## src/rtl/hd_pad_link.sv

```systemverilog
// rtl/hd_pad_link.sv - half-duplex single-wire link controller driving a registered bidirectional IOB
module hd_pad_link #(
  parameter int CLKS_PER_BIT = 4,
  parameter int TURN_CYCLES  = 2,
  parameter int TIMEOUT      = 64
) (
  input  logic       clk,
  input  logic       rst_n,
  input  logic [7:0] tx_data,
  input  logic       tx_valid,
  output logic       tx_ready,
  output logic [7:0] rx_data,
  output logic       rx_valid,
  output logic       rx_err,
  output logic       busy,
  output logic       pad_i,
  output logic       pad_t,
  input  logic       pad_o
);

  localparam int CMAX = (CLKS_PER_BIT > TURN_CYCLES) ? CLKS_PER_BIT : TURN_CYCLES;
  localparam int CW   = (CMAX > 1) ? $clog2(CMAX) : 1;
  localparam int TW   = (TIMEOUT > 1) ? $clog2(TIMEOUT) : 1;
  localparam int HALF = CLKS_PER_BIT / 2;

  localparam logic [CW-1:0] BIT_LAST  = CW'(CLKS_PER_BIT - 1);
  localparam logic [CW-1:0] HALF_LAST = CW'(HALF - 1);
  localparam logic [CW-1:0] TURN_LAST = CW'(TURN_CYCLES - 1);
  localparam logic [TW-1:0] TO_LAST   = TW'(TIMEOUT - 1);
  localparam logic [3:0]    STOP_IDX  = 4'd9;

  typedef enum logic [2:0] {S_IDLE, S_TX, S_TURN, S_RX_WAIT, S_RX} state_t;

  state_t         state, next_state;
  logic [CW-1:0]  cnt;
  logic [3:0]     bcnt;
  logic [TW-1:0]  tcnt;
  logic [7:0]     tx_byte;
  logic [7:0]     rx_shift;
  logic [15:0]    tx_frame;

  logic accept, tx_bit_end, rx_sample, rx_stop, to_hit;
  logic pad_t_d, pad_i_d, tx_ready_d, busy_d, rx_valid_d, rx_err_d;

  // Frame bits indexed by bit number: start, d0..d7, stop; upper padding keeps index+1 in range.
  assign tx_frame   = {6'h3f, 1'b1, tx_byte, 1'b0};
  assign accept     = (state == S_IDLE) && tx_valid && tx_ready;
  assign tx_bit_end = (cnt == BIT_LAST);
  assign rx_sample  = (bcnt == 4'd0) ? (cnt == HALF_LAST) : (cnt == BIT_LAST);
  assign rx_stop    = rx_sample && (bcnt == STOP_IDX);
  assign to_hit     = pad_o && (tcnt == TO_LAST);

  // State register.
  always_ff @(posedge clk) begin
    if (!rst_n) state <= S_IDLE;
    else        state <= next_state;
  end

  // Next-state decode.
  always_comb begin
    next_state = state;
    case (state)
      S_IDLE:    if (accept) next_state = S_TX;
      S_TX:      if (tx_bit_end && bcnt == STOP_IDX) next_state = S_TURN;
      S_TURN:    if (cnt == TURN_LAST) next_state = S_RX_WAIT;
      S_RX_WAIT: begin
        if (!pad_o)      next_state = S_RX;
        else if (to_hit) next_state = S_IDLE;
      end
      S_RX: begin
        if (rx_sample && bcnt == 4'd0 && pad_o) next_state = S_RX_WAIT;
        else if (rx_stop)                       next_state = S_IDLE;
      end
      default:   next_state = S_IDLE;
    endcase
  end

  // Output decode: next-cycle values of every registered output.
  always_comb begin
    pad_t_d = (next_state == S_TX);
    pad_i_d = 1'b1;
    if (next_state == S_TX) begin
      if (state == S_IDLE)  pad_i_d = 1'b0;
      else if (tx_bit_end)  pad_i_d = tx_frame[bcnt + 4'd1];
      else                  pad_i_d = tx_frame[bcnt];
    end
    tx_ready_d = (next_state == S_IDLE);
    busy_d     = (next_state != S_IDLE);
    rx_valid_d = (state == S_RX) && rx_stop && pad_o;
    rx_err_d   = ((state == S_RX) && rx_stop && !pad_o) || ((state == S_RX_WAIT) && to_hit);
  end

  // Registered outputs; rx_data only moves on a good stop bit.
  always_ff @(posedge clk) begin
    if (!rst_n) begin
      tx_ready <= 1'b0;
      busy     <= 1'b0;
      pad_t    <= 1'b0;
      pad_i    <= 1'b1;
      rx_valid <= 1'b0;
      rx_err   <= 1'b0;
      rx_data  <= 8'h00;
    end else begin
      tx_ready <= tx_ready_d;
      busy     <= busy_d;
      pad_t    <= pad_t_d;
      pad_i    <= pad_i_d;
      rx_valid <= rx_valid_d;
      rx_err   <= rx_err_d;
      if (rx_valid_d) rx_data <= rx_shift;
    end
  end

  // Counters and shift registers; the timeout counter survives false starts (RX -> RX_WAIT).
  always_ff @(posedge clk) begin
    if (!rst_n) begin
      cnt      <= '0;
      bcnt     <= '0;
      tcnt     <= '0;
      tx_byte  <= 8'h00;
      rx_shift <= 8'h00;
    end else begin
      if (accept) tx_byte <= tx_data;

      if (next_state != state) begin
        cnt  <= '0;
        bcnt <= '0;
      end else if ((state == S_TX && tx_bit_end) || (state == S_RX && rx_sample)) begin
        cnt  <= '0;
        bcnt <= bcnt + 4'd1;
      end else if (state == S_TX || state == S_RX || state == S_TURN) begin
        cnt  <= cnt + 1'b1;
      end

      if (state == S_RX && rx_sample && bcnt != 4'd0 && bcnt != STOP_IDX)
        rx_shift <= {pad_o, rx_shift[7:1]};

      if (state == S_RX_WAIT) begin
        if (pad_o) tcnt <= tcnt + 1'b1;
      end else if (state != S_RX) begin
        tcnt <= '0;
      end
    end
  end

endmodule

```

## config.mk

```make
export PLATFORM = sky130hd
export DESIGN_NAME = hd_pad_link
export DESIGN_NICKNAME = d
export VERILOG_FILES = /design/src/rtl/hd_pad_link.sv
export SDC_FILE = /design/constraint.sdc
export NUM_CORES = 1
export LEC_CHECK = 0
export BUFFER_PORTS_ARGS = -buffer_cell sky130_fd_sc_hd__buf_4
export CORE_MARGIN = 2
export CORE_UTILIZATION = 55
export CTS_CLUSTER_SIZE = 10
export DETAILED_ROUTE_END_ITERATION = 16
export GPL_TIMING_DRIVEN = 0
export HOLD_SLACK_MARGIN = 0.03
export PLACE_DENSITY = 0.76
export REMOVE_ABC_BUFFERS = 1
export SKIP_CTS_REPAIR_TIMING = 1
export SYNTH_ARGS = -nofsm -noshare
export SYNTH_HDL_FRONTEND = slang
export SYNTH_SLANG_ARGS = --single-unit
```

## constraint.sdc

```tcl
create_clock -name clk -period 3.1 [get_ports clk]
set_input_delay 0.31 -clock clk [delete_from_list [all_inputs] [get_ports clk]]
set_output_delay 0.31 -clock clk [all_outputs]
set_load 0.05 [all_outputs]
```

==> impl_metrics.ini <==
[outcome]
status = completed

[setup_path]
arrival_ps = 2930
worstReg2RegEnd = rx_data[5]
cp_slowest_stage_delay_ps = 1040
r2r-start = bcnt[0]
worst-r2r-cell-count = 7
critical_path_peak_fanout = 9
worstSetupPathType = flip-flop to flip-flop
cp.required_ps = 3300
reg2reg_setup_slack_ps = 370
crit_path_start_kind = flip-flop
path_cells = inv_1, ha_1, or3b_4, a21oi_2, nor4b_2, mux2i_1, nor2b_1
end_kind = flip-flop
critPathSlowestCell = nor4b_2

[clocking]
clock-root-buffer = clkbuf_8
clock_path_buffers = 2
numCtsBuffers = 5
clock_latency_ps = 310
cts_tree = yes
cts.sinks = 45
cts_htree_levels = 2
cts.reportedPaths.clkPinSlew_ps = 90

[power]
leakage_nw = 0.977
p_per_area_nw_per_um2 = 453
vdd_drop_max_mv = 0.338

[global_route]
antenna_found_initial = 0
grt_first_pass_wirelength_microns = 6980
grt_start_max_net_pins = 35
grtUsageTotal_pct = 19.9
grt.overflow.total = 0
grt_pass1_vias = 1596

[route]
first_iter_violations = 177
first_pass_iters = 4
drc = 0
route.vias.total = 1754
wl_per_cell_microns = 13.5
drt-total-wl_microns = 4170
ant_nets = 0
vias_per_cell = 5.69

[timing]
fin_setup_tns_ps = 0
rsz0062_at_grt = no
fin_skew_ps = 10.1
fin_crit_ps = 2730
finalMaxSlewViolations = 0
postLayoutSetupSlackWorst_ps = 369
slew-limit-headroom_pct = 17.2
hold_viol_final = 0
finalSetupViolCount = 0
clock.fmax_ghz = 0.366
timing.final.crit_share_pct = 88.1
worstMarginPinSlew_ps = 1240

[hold_path]
hold_depth = 3
hold_path_class = input pin to flip-flop
holdCritStartpoint = tx_data[7]
min_to = tx_byte[7]

[yosys]
synth_seq_area_share_pct = 38.9
synthFlopType = dfxtp_1
ys.warnings.count = 0
ys_async_sr_fraction_pct = 0
synth_area_sq_um = 2310
synth_edf_count = 0
synthDistinctLibCells = 54
synth-seq-cells = 45
syn_avg_cell_area_sq_um = 9.85
syn_inst = 235

[placed_design]
place_congestion = 0.866
io_buffers = 25
dp_slack_ps = 401
dp_hpwl_microns = 3070

[cells_and_area]
fill_cells = 355
nNetsFinal = 275
layout_common_cells = 45 x dfxtp_1, 27 x mux2i_1, 26 x nor2b_1
final_common_cell = dfxtp_1
syn2layout_area_growth_pct = 13.0
antenna_cells = 0
final_layout_size_suffix_gt1_share_pct = 20.5

[die]
row_count = 23
start_util_pct = 57.5
dieWidth_microns = 68.9
fp.dieH_microns = 68.9
fp.dieArea_sq_um = 4740
ios = 26
core_area_sq_um = 4030

[run]
max-cap-violations = 0
-- through the flow --
stage / hold slack (ps) / utilization, % / cells / total power [mW] / area (sq um)
final: 256 / 64.9 / 308 / 1.19 / 2620
after global routing: 255 / 64.9 / 308 / 1.24 / 2620
after CTS: 250 / 64.9 / 308 / 1.20 / 2620
after detailed placement: 511 / 62.0 / 300 / 0.741 / 2500
after global placement: 499 / 62.0 / 300 / 0.739 / 2500
after floorplan: 428 / - / 225 / 0.701 / 2250
-- how the worst max path moves through the flow --
stage	cells past startpoint	slack [ps]	to	start
2_1_floorplan	7	800	rx_data[0]	bcnt[0]
3_3_place_gp	7	450	rx_data[6]	bcnt[0]
3_5_place_dp	7	400	rx_data[5]	bcnt[0]
4_1_cts	7	380	rx_data[5]	bcnt[0]
5_1_grt	7	120	rx_data[5]	bcnt[0]
6_report	7	370	rx_data[5]	bcnt[0]
-- registers in the layout, summed over array words and instances, names as in the netlist --
signal	count
tx_byte	8
pad_t	1
tcnt	6
busy	1
state	3
rx_valid	1
rx_data	8
rx_shift	8
bcnt	4
rx_err	1
cnt	2
pad_i	1
tx_ready	1
-- cell usage after synthesis, types with 4 or more instances --
library cell | number | area share (%)
o21ai_0 | 11 | 2.4
nor3_1 | 5 | 1.1
xor2_1 | 5 | 1.9
inv_1 | 7 | 1.1
nand3_1 | 4 | 0.86
nand2_1 | 11 | 1.8
nor2_1 | 16 | 2.6
buf_2 | 4 | 0.86
mux2i_1 | 27 | 12
ha_1 | 6 | 3.2
xnor2_1 | 4 | 1.5
dfxtp_1 | 45 | 39
nor2b_1 | 26 | 7.0
a21oi_1 | 5 | 1.1
-- worst max-delay path, delay by kind of cell, from the launching register on --
kind	cells	cell delay, ps
compound gates	1	60
fa+ha+maj	1	240
buf+inv	1	160
flops	1	500
mux	1	300
simple gates	3	1370
-- per-layer routing --
| metal | global-route usage (%) | share of wire [%] |
|---|---|---|
| met5 | 0 | 0 |
| met4 | 9.31 | 2.2 |
| met3 | 4.38 | 5.5 |
| met2 | 32.5 | 47 |
| met1 | 25.1 | 46 |
-- area by class of cell --
type | count | area, sq um | share of cell area, %
clock buffers | 5 | 68.8 | 2.63
flip-flops and latches | 45 | 901 | 34.4
well taps | 50 | 62.6 | 2.39
multi-input cells | 173 | 1320 | 50.6
repair buffers | 25 | 188 | 7.17
clock inverters | 3 | 47.5 | 1.82
inverters | 7 | 26.3 | 1.00
-- power by group --
| group | internal (mW) | leakage, nW | switching [mW] | total (mW) |
|---|---|---|---|---|
| Combinational | 0.0536 | 0.554 | 0.0675 | 0.121 |
| Sequential | 0.592 | 0.364 | 0.0132 | 0.606 |
| Clock | 0.246 | 0.0591 | 0.213 | 0.458 |
-- cell families (layout without fill, tap and decap cells) --
kind of cell,after synthesis,in the layout,share of synthesized area [%]
and+or+nand+nor,94,94,25.3
DFF,45,45,38.9
AOI/OAI and AO/OA,35,35,11.6
muxes,29,29,13.6
buffers and inverters,17,40,3.95
xor gates and xnor gates,9,9,3.41
adders and majority gates,6,6,3.24
Power figures use the tool's default switching activity.
